$ cat src/rtl/muldiv_iter.sv
// rtl/muldiv_iter.sv - shared iterative multiply/divide unit, one bit per cycle
// Signed operands are reduced to magnitudes on accept; signs are restored in FIX.
module muldiv_iter #(
   parameter int WIDTH = 32
) (
   input  logic               clk,
   input  logic               rst,
   input  logic               start_i,
   input  logic [1:0]         op_i,
   input  logic [WIDTH-1:0]   opdata1_i,
   input  logic [WIDTH-1:0]   opdata2_i,
   input  logic               annul_i,
   output logic [2*WIDTH-1:0] result_o,
   output logic               ready_o,
   output logic               busy_o,
   output logic               div_zero_o
);

   typedef enum logic [1:0] {IDLE, CALC, FIX, DONE} state_t;

   localparam logic [WIDTH-1:0] LAST = WIDTH'(WIDTH - 1);

   state_t               state, state_nxt;
   logic [WIDTH-1:0]     cnt;
   logic                 div_q;
   logic                 neg_q, neg_r;
   logic [WIDTH-1:0]     b_q;
   logic [2*WIDTH-1:0]   acc;

   logic                 is_div, is_signed, sign1, sign2;
   logic [WIDTH-1:0]     mag1, mag2;
   logic                 accept, mul_zero, div_by_zero;
   logic [WIDTH-1:0]     hi, lo, hi_fix, lo_fix;
   logic [WIDTH:0]       sum, shifted, trial;
   logic [2*WIDTH-1:0]   mul_step, div_step, fix_val;

   assign is_div      = op_i[1];
   assign is_signed   = ~op_i[0];
   assign sign1       = is_signed & opdata1_i[WIDTH-1];
   assign sign2       = is_signed & opdata2_i[WIDTH-1];
   assign mag1        = sign1 ? -opdata1_i : opdata1_i;
   assign mag2        = sign2 ? -opdata2_i : opdata2_i;
   assign accept      = start_i & ~annul_i;
   assign mul_zero    = ~is_div & ((opdata1_i == '0) | (opdata2_i == '0));
   assign div_by_zero = is_div & (opdata2_i == '0);

   assign hi = acc[2*WIDTH-1:WIDTH];
   assign lo = acc[WIDTH-1:0];

   // Multiply: lo holds the multiplier and drains out as the product shifts in from the top.
   assign sum      = {1'b0, hi} + {1'b0, b_q};
   assign mul_step = lo[0] ? {sum, lo[WIDTH-1:1]} : {1'b0, hi, lo[WIDTH-1:1]};

   // Divide: hi is the partial remainder, lo shifts the dividend out and the quotient in.
   assign shifted  = {hi, lo[WIDTH-1]};
   assign trial    = shifted - {1'b0, b_q};
   assign div_step = trial[WIDTH] ? {shifted[WIDTH-1:0], lo[WIDTH-2:0], 1'b0}
                                  : {trial[WIDTH-1:0], lo[WIDTH-2:0], 1'b1};

   assign hi_fix  = neg_r ? -hi : hi;
   assign lo_fix  = neg_q ? -lo : lo;
   assign fix_val = div_q ? {hi_fix, lo_fix} : (neg_q ? -acc : acc);

   always_comb begin
      state_nxt = state;
      case (state)
         IDLE: if (accept) state_nxt = (mul_zero | div_by_zero) ? DONE : CALC;
         CALC: begin
            if (annul_i)          state_nxt = IDLE;
            else if (cnt == LAST) state_nxt = FIX;
         end
         FIX:  state_nxt = annul_i ? IDLE : DONE;
         DONE: if (annul_i | ~start_i) state_nxt = IDLE;
         default: state_nxt = IDLE;
      endcase
   end

   always_ff @(posedge clk or posedge rst) begin
      if (rst) begin
         state      <= IDLE;
         cnt        <= '0;
         div_q      <= 1'b0;
         neg_q      <= 1'b0;
         neg_r      <= 1'b0;
         b_q        <= '0;
         acc        <= '0;
         result_o   <= '0;
         div_zero_o <= 1'b0;
      end else begin
         state <= state_nxt;
         case (state)
            IDLE: if (accept) begin
               cnt   <= '0;
               div_q <= is_div;
               neg_q <= sign1 ^ sign2;
               neg_r <= sign1;
               b_q   <= is_div ? mag2 : mag1;
               acc   <= {{WIDTH{1'b0}}, is_div ? mag1 : mag2};
               if (mul_zero) begin
                  result_o <= '0;
               end else if (div_by_zero) begin
                  result_o   <= {opdata1_i, {WIDTH{1'b1}}};
                  div_zero_o <= 1'b1;
               end
            end
            CALC: begin
               acc <= div_q ? div_step : mul_step;
               cnt <= cnt + 1'b1;
            end
            FIX: if (!annul_i) begin
               result_o   <= fix_val;
               div_zero_o <= 1'b0;
            end
            default: ;
         endcase
      end
   end

   assign busy_o  = (state == CALC) || (state == FIX);
   assign ready_o = (state == DONE);

endmodule
$ cat config.mk
export PLATFORM = sky130hd
export DESIGN_NAME = muldiv_iter
export DESIGN_NICKNAME = d
export VERILOG_FILES = /design/src/rtl/muldiv_iter.sv
export SDC_FILE = /design/constraint.sdc
export NUM_CORES = 1
export LEC_CHECK = 0
export BUFFER_PORTS_ARGS = -buffer_cell sky130_fd_sc_hd__buf_2
export CAP_MARGIN = 20
export CORE_ASPECT_RATIO = 0.6
export CORE_MARGIN = 8
export CORE_UTILIZATION = 42
export DETAILED_ROUTE_END_ITERATION = 6
export SYNTH_ARGS = -nofsm -noshare
export SYNTH_HDL_FRONTEND = slang
export SYNTH_SLANG_ARGS = --single-unit
$ cat constraint.sdc
create_clock -name clk -period 6.4 [get_ports clk]
set_input_delay 0 -clock clk [delete_from_list [all_inputs] [get_ports clk]]
set_output_delay 0 -clock clk [all_outputs]
set_load 0.1 [all_outputs]
Word level (Yosys, flattened, before mapping)
Cells that the tools add are included.
{ "word_totals": {"ff_bits": 198, "wordCells": 84} }
{ "op_classes": {"n_addsub": 8, "eq_ne": 11, "muxes": 32, "n_bitwise": 13, "reduce_logical": 11} }
{ "op_table": {"columns": ["op", "count"], "rows": [
  ["64-bit 2-to-1 mux", 10],
  ["64-bit case mux with 2 select lines", 2],
  ["32-bit 2-to-1 mux", 7],
  ["32-bit negator", 4],
  ["32-bit logical NOT", 2],
  ["64-bit negator", 1],
  ["32-bit case mux with 2 select lines", 1],
  ["32-bit by 32-bit adder with 33-bit output", 1],
  ["33-bit by 32-bit subtractor with 33-bit output", 1],
  ["32-bit by 1-bit adder with 32-bit output, second input constant", 1],
  ["32-bit by 5-bit == test with 1-bit output, second input constant", 1],
  ["2-bit 2-to-1 mux", 6],
  ["2-bit inequality test, second input constant", 4],
  ["2-bit case mux with 4 select lines", 1],
  ["3-bit inequality test, second input constant", 2],
  ["1-bit bitwise AND", 5],
  ["5-bit AND reduction", 1],
  ["2-bit == test, second input constant", 2],
  ["1-bit 2-to-1 mux", 4],
  ["1-bit NOT", 4],
  ["2-bit AND reduction", 2],
  ["4-bit AND reduction", 1],
  ["2-bit nonzero test", 2],
  ["1-bit OR", 3],
  ["7 further kinds", 7]
]} }

Longest topological paths before layout
Gate-level depths: netlist (run 1).
{ "depth": {"word_depth": 7, "mapped_depth": 15} }

Worst setup path before layout (run 1)
OpenSTA, ideal clock, no wires.
{ "synth_timing": {"path_kind": "reg-to-reg", "start": "register acc[31]", "end": "register acc[61]", "setup_ns": 0.126, "arrival_ns": 3.478, "path_slack_ns": 2.796, "path_stages_with_launch": 15, "path_buffers": 1, "synth_period_minus_slack_ns": 3.604, "path_cell_list": "dfrtp_1 -> clkbuf_1 -> inv_1 -> ha_1 -> fa_1 -> nand2b_1 -> a21oi_1 -> o21ai_1 -> a2111oi_0 -> o21ba_2 -> o21ai_1 -> a21oi_1 -> nor2_1 -> mux2_1 -> a221o_1"} }
{ "synth_between": {"elab_chain_cells": 4} }
{ "synth_lines": {"columns": ["item", "line", "text"], "rows": [
  ["start: declaration", "28", "logic [2*WIDTH-1:0] acc;"],
  ["start signal: assignment", "98", "acc <= {{WIDTH{1'b0}}, is_div ? mag1 : mag2};"],
  ["start signal: assignment", "107", "acc <= div_q ? div_step : mul_step;"],
  ["33-bit by 32-bit subtractor with 33-bit output", "56", "assign trial = shifted - {1'b0, b_q};"],
  ["64-bit 2-to-1 mux", "57", "assign div_step = trial[WIDTH] ? {shifted[WIDTH-1:0], lo[WIDTH-2:0], 1'b0}"],
  ["64-bit 2-to-1 mux", "107", null],
  ["64-bit case mux with 2 select lines", "91", "case (state)"]
]} }
Every way passes these cells.
A chain may end at the register's enable or synchronous reset.

Worst setup path in the final report (run 1)
{ "layout_timing": {"start": "register acc[31]", "end": "register acc[43]"} }
Same word-level chain as after synthesis.

==> impl_results.md, run 1 <==
* Run status: completed
* Worst slew pin tran at 1.13 ns
* Routed wl met3 at about 10 mm
* Worst-skew pair later-pin latency at roughly 0.47 ns
* Hold Fails Final Rpt at 0
* Post-DP HPWL at 52.2 mm
* Post-synth EDFFs at 0
* Sequential share of power at 20.9%
* Largest area contributor in the netlist: dfrtp_1
* Net Switching at ~6.9 mW
* Crit Reg-Reg Startpoint: acc[31]
* Synthesized cell area at 0.0165 mm2
* Syn_nets at between 2000 and 2500
* Number of global-route vias before repair at 15310
* Max-Slew Margin vs Limit at a little under a quarter
* Synth top area cells: dfrtp_1 30%, a21oi_1 6.4%, xnor2_1 5.6%
* PostCTS Resize Cnt at 0
* Seq/Total Area, Yosys at 30.0%
* Final setup TNS at 0 ns
* Synth cell types at 79
* F_max at 222 MHz
* Fillers at 3902
* Required @ worst endpoint at approximately 6.7 ns
* PortBufs at between 100 and 150
* Worst setup margin at 1.89 ns
* Top FF cell, synth: dfrtp_1
* Critical Path Source Type: flop
* Via density per instance at a little over 6
* Final WL at 67.4 mm
* Die height at 170 um
* Clk slew on worst S/H paths at roughly 0.08 ns
* Gpl congestion at 1.04
* Avg Inst Size Synth at 7.86 um2
* Antenna violations before repair at 3
* Hold path depth at 3
* Peak supply drop at 423 uV
* Row Count at 56
* Tmin final at 4.51 ns
* Commonest non-fill, non-tap cell in the layout: nand2_1
* Top Layer Used: met5
* Worst hold path type: in2reg
* Share of the synthesized area in the top cell type at 30.0%
* Int Pwr at between 4 and 5 mW
* Static Leak at 8.12 nW
* TritonCTS Buffers at 17
* Post-DRT Antenna Nets at 0
* Crit path max fanout at 13
* Initial DRT Pass Iterations at 5
* Layout cell share with drive strength beyond 1 at a little under an eighth
* M1 WL at 32.5 mm
* Yosys reg bits at 198
* Worst hold path startpoint: op_i[1]
* Critical path arrival at 4.81 ns
* Period utilisation layout at between 70 and 80%
* Comb pwr share at 69.4%
* Multi-input logic area at 0.0108 mm2
* CP Class: reg2reg
* YS warnings at 0
* Commonest cells after routing, fill and taps aside: 236 x nand2_1, 210 x a21oi_1, 196 x dfrtp_1
* Die area at between 0.04 and 0.05 mm2
* Layout area overhead at 12.3%
* Initial core utilization at 42.4%
* Core area at 0.0389 mm2
* Largest net degree at the start of global routing at just under 100
* Final Max Slew Viols at 0
* Post-Synthesis Cells at 2099
* Pre-CTS WS at approximately 1.5 ns
* First-pass GRT wire length at 101 mm
* CTS max path bufs at 2
* Sw frac at 59.3%
* H-tree depth at 4
* Post-synthesis async set-or-reset flop share at between 90% and 100%
* Register area at 0.00496 mm2
* Met2 WL at 24.0 mm
* I/O pin count at 137
* RSZ-0062 raised after global routing: false
* CP Capture Type: flop
* Setup crit start: acc[31]
* Clock share of power at 9.8%
* # DRC at 0
* Total vias in the final route at 16746
* CTS tree: built
* Clock root cell: clkbuf_16
* R2R depth at 16
* Chip Width at roughly 270 um
* CTS Sinks at 198
* Setup violators final at 0
* Setup repair bufs after CTS at 0
* Final net count at between 2000 and 2500
* Initial DRC count at 2339
* Tot GR Track Use at 28.6%
* PD cells at 632 mW/mm2
* Max-cap violations at 0
* Clk_skew at 0.0125 ns
* Gr ovfl total at 0
* Routed wire per std cell at 24.8 um
[path summary, 6_finish.rpt]
kind	end	slack (ns)
max	acc[43]	1.89
min	div_q	0.02
max reg2reg	acc[43]	1.89
min reg2reg	result_o[37]	0.49
max in group asynchronous	acc[0]	4.91
min in group asynchronous	result_o[26]	0.08
[layer usage]
metal,up-vias,track usage [%]
met5,-,0
met4,4,5.13
met3,57,13.5
met2,878,34.1
met1,8070,44.6
li1,7737,-
[Yosys cell counts (4+ instances only)]
cell,count
nand2_1,237
nand2b_1,17
nor2b_1,18
o21ai_0,139
o311ai_0,4
clkbuf_1,114
buf_1,6
inv_1,72
o221ai_1,15
nor2_1,193
mux2_2,29
o21bai_1,10
ha_1,73
o31a_1,4
nor3_1,39
a211oi_1,39
a21o_1,33
a22o_1,5
nor4_1,16
o31ai_1,29
a31oi_1,18
a21oi_1,211
a21boi_0,4
o211ai_1,25
o21ai_1,75
or3_1,21
xnor2_1,105
nand4_1,22
buf_2,6
and2_1,5
buf_6,4
or4_1,11
a32o_1,4
mux2i_1,33
a41oi_1,5
o21a_1,9
a22oi_1,37
nand3_1,37
xor2_1,86
o41ai_1,12
dfrtp_1,198
and3_1,17
[critical path: stages (launching register included)]
cell and delay, ns:
dfrtp_1 0.53, inv_1 0.12, ha_1 0.23, fa_1 0.40, nand2b_1 0.22, a21oi_1 0.25
o21ai_1 0.16, a2111oi_0 0.37, clkbuf_2 0.23, o21ba_2 0.17, o21a_1 0.17, nor3_1 0.06
buf_4 0.21, nor2_2 0.44, buf_4 0.38, mux2i_1 0.24, o221ai_1 0.14
[state kept, by name, summed over array words and instances, names as in the netlist]
name / flops
state: 2
b_q: 32
acc: 64
cnt: 32
div_zero_o: 1
div_q: 1
neg_q: 1
neg_r: 1
result_o: 64
[per-stage QoR]
| step | cell area [um2] | hold slack, ns | utilization [%] | power, mW | instances |
|---|---|---|---|---|---|
| finish | 18500 | 0.0238 | 47.7 | 11.7 | 2724 |
| global route | 18500 | 0.0455 | 47.6 | 12.4 | 2723 |
| CTS | 18500 | 0.00732 | 47.6 | 11.5 | 2722 |
| detailed placement | 17600 | 0.0617 | 45.2 | 10.3 | 2652 |
| global placement | 17600 | 0.0524 | 45.2 | 10.3 | 2652 |
| floorplan | 16500 | 0.0958 | - | 8.18 | 2099 |
[what timing repair did]
| action | in CTS | in global routing |
|---|---|---|
| endpoints found under the setup margin | 0 | 0 |
| hold buffers | 38 | 0 |
| endpoints found under the hold margin | 94 | 0 |
[area by class of cell]
type | count | area share [%]
antenna | 1 | 0.0135
clock buffer | 18 | 2.32
clock inverter | 14 | 0.830
inverter | 75 | 1.56
multi-input combinational | 1694 | 58.1
sequential | 198 | 26.8
tap | 522 | 3.52
timing repair buffer | 202 | 6.86
[power by group through the flow]
stage	Sequential [mW]	Clock (mW)	Combinational [mW]
after floorplan	3.51	0	4.68
after global routing	2.51	1.20	8.70
after global placement	2.42	0	7.87
final	2.44	1.14	8.12
after CTS	2.42	1.16	7.95
after detailed placement	2.44	0	7.89
[kinds of logic after synthesis]
group | synth area share [%]
compound gates | 26.7
simple gates | 18.3
buf+inv | 4.95
flops | 30.0
xor+xnor | 10.1
fa+ha+maj | 5.78
mux | 4.05
(Power assumes the default switching activity.)
==> run 2, diff against run 1 <==
==> constraint.sdc (replaced) <==
create_clock -name clk -period 4.6 [get_ports clk]
set_input_delay 0 -clock clk [delete_from_list [all_inputs] [get_ports clk]]
set_output_delay 0 -clock clk [all_outputs]
set_load 0.1 [all_outputs]
==> run 2 against run 1 <==
Effect of this change: the run now ends with DRC left; critical endpoint is now acc[37]; power increased by 41%; largest power group unchanged; fmax increased by 4.8%; clock-buffer cell count unchanged; clock skew increased by 0.0053 ns; largest cell class unchanged; sequential power increased by 40%; critical path depth decreased by 2.
==> impl_results.md, run 2 (synthesis gave the netlist of run 1 again) <==
* Routed wire per std cell at 24.3 um (was 24.8 um)
* Commonest non-fill, non-tap cell in the layout: nand2_1 (unchanged)
* PortBufs at 136 (unchanged)
* CTS Sinks at 198 (unchanged)
* Post-Layout Cell Count at 2740 (was 2724)
* Commonest cells after routing, fill and taps aside: 236 x nand2_1, 210 x a21oi_1, 196 x dfrtp_1 (unchanged)
* Crit path max fanout at 11 (was 13)
* CP Capture Type: flop (unchanged)
* Worst-skew pair later-pin latency at 0.47 ns (about the same)
* R2R depth at 14 (was 16)
* Number of global-route vias before repair at 15125 (was 15310)
* # DRC at 2 (was 0)
* Static Leak at 8.21 nW (was 8.12 nW)
* TritonCTS Buffers at 17 (unchanged)
* Gr ovfl total at 0 (unchanged)
* H-tree depth at 4 (unchanged)
* Placed Cells at 2675 (was 2652)
* Post-DRT Antenna Nets at 0 (unchanged)
* Period utilisation layout at 93.5% (was 70.5%)
* Run status: finished, violations left (was completed)
* Clk slew on worst S/H paths at 0.09 ns (was 0.08 ns)
* Critical Path End: acc[37] (was acc[43])
* Post-DP HPWL at 51.9 mm (was 52.2 mm)
* Row Count at 56 (unchanged)
* Layout cell share with drive strength beyond 1 at 12.8% (was 11.9%)
* Die height at 170 um (unchanged)
* Chip Width at 272 um (unchanged)
* Initial core utilization at 42.4% (unchanged)
* Max-Slew Margin vs Limit at 23.8% (about the same)
* CP Class: reg2reg (unchanged)
* Max-cap violations at 0 (unchanged)
* First-pass GRT wire length at 98.6 mm (was 101 mm)
* F_max at 232 MHz (was 222 MHz)
* Top flop regs: acc x64, result_o x64 (unchanged)
* RR Endpoint: acc[37] (was acc[43])
* Critical path arrival at 4.67 ns (was 4.81 ns)
* Post-layout power at 16.5 mW (was 11.7 mW)
* Setup crit start: acc[31] (unchanged)
* Largest net degree at the start of global routing at 106 (was 98)
* Final net count at 2350 (was 2333)
* Total vias in the final route at 16722 (was 16746)
* Hold Fails Final Rpt at 0 (unchanged)
* Clock root cell: clkbuf_16 (unchanged)
* Die area at 0.0461 mm2 (unchanged)
* I/O pin count at 137 (unchanged)
* Via density per instance at 6.10 (was 6.15)
* Worst slew pin tran at 1.14 ns (was 1.13 ns)
* Final WL at 66.7 mm (was 67.4 mm)
* CTS max path bufs at 2 (unchanged)
* Reg-to-reg setup timing slack at 0.30 ns (was 1.89 ns)
* Failing checks: DRC
* Required @ worst endpoint at 4.97 ns (was 6.70 ns)
* Initial DRT Pass Iterations at 7 (was 5)
* Clk_skew at 0.0178 ns (was 0.0125 ns)
* Initial DRC count at 2229 (was 2339)
* RSZ-0062 raised after global routing: false (unchanged)
* Peak supply drop at 726 uV (was 423 uV)
* Final setup TNS at 0 ns (unchanged)
* Layout area overhead at 13.1% (was 12.3%)
* Core area at 0.0389 mm2 (unchanged)
* Crit Reg-Reg Startpoint: acc[31] (unchanged)
* Gpl congestion at 1.08 (was 1.04)
* Critical Path Source Type: flop (unchanged)
* CTS tree: built (unchanged)
* Antenna violations before repair at 0 (was 3)
* Setup violators final at 0 (unchanged)
* Final Max Slew Viols at 0 (unchanged)
* Tmin final at 4.30 ns (was 4.51 ns)
* Worst hold path type: in2reg (unchanged)
* Setup repair bufs after CTS at 0 (unchanged)
* Fillers at 3860 (was 3902)
* # diodes at 0 (was 1)
* Tot GR Track Use at 28.0% (was 28.6%)
* PD cells at 883 mW/mm2 (was 632 mW/mm2)
run 2: cell count changes in the layout (fill, tap and decap cells not counted), sizes merged:
cell / delta
buf: +24
dlygate4sd3: -6
clkbuf: -1
clkinvlp: +1
diode: -1
inv: -1
run 2: worst min path at each step:
stage / endpoint / cells after the start / from
after global routing: b_q[23] / 4 / opdata2_i[23]
after floorplan: neg_q / 1 / op_i[0]
after detailed placement: acc[6] / 2 / rst
final: result_o[39] / 3 / opdata1_i[7]
after global placement: acc[6] / 2 / rst
after CTS: result_o[39] / 3 / opdata1_i[7]
run 2: where the power goes:
group          switching (mW)  internal [mW]  leakage, nW
clock network           0.847          0.732        0.285
registers               0.997           2.42         2.49
logic                    7.88           3.59         5.43
total                    9.72           6.74         8.21
run 2: through the flow:
step | util (%) | hold slack, ns | instance area [um2] | setup WS, ns
2_1_floorplan | - | 0.0958 | 16500 | 0.996
3_3_place_gp | 45.6 | 0.144 | 17700 | 0.675
3_5_place_dp | 45.6 | 0.148 | 17700 | 0.341
4_1_cts | 47.9 | 0.00181 | 18600 | 0.309
5_1_grt | 48.0 | 0.0320 | 18700 | 0.109
6_report | 48.0 | 0.00374 | 18700 | 0.298
run 2: routing by layer:
metal / vias up / routed length [um] / global-route usage (%)
met3: 54 / 10700 / 16.2
met2: 872 / 23600 / 33.7
met1: 8016 / 31600 / 42.0
met4: 0 / 810 / 4.50
li1: 7780 / - / -
met5: - / 0 / 0
run 2: final cells by class:
type | instances | area [um2] | area share (%)
Sequential cell | 198 | 4960 | 26.6
Timing Repair Buffer | 219 | 1400 | 7.50
Tap cell | 522 | 653 | 3.50
Inverter | 75 | 285 | 1.53
Multi-Input combinational cell | 1694 | 10800 | 57.8
Clock inverter | 14 | 150 | 0.805
Clock buffer | 18 | 429 | 2.30
run 2: what timing repair did:
action | 4_1_cts | 5_1_grt
setup endpoints to repair | 0 | 2
resized for setup | 0 | 1
endpoints found under the hold margin | 57 | 0
hold buffers | 32 | 0
run 2: worst max-delay path, cell delays in order (launching register included):
cell	delay (ns)
dfrtp_1	0.58
inv_1	0.10
ha_1	0.23
fa_1	0.39
nand2b_1	0.19
a21oi_1	0.33
o21ai_1	0.18
a2111oi_1	0.48
buf_4	0.20
o21ba_2	0.16
o21ai_1	0.12
nand3_1	0.29
nand2_1	0.38
o31a_1	0.42
o221ai_1	0.17
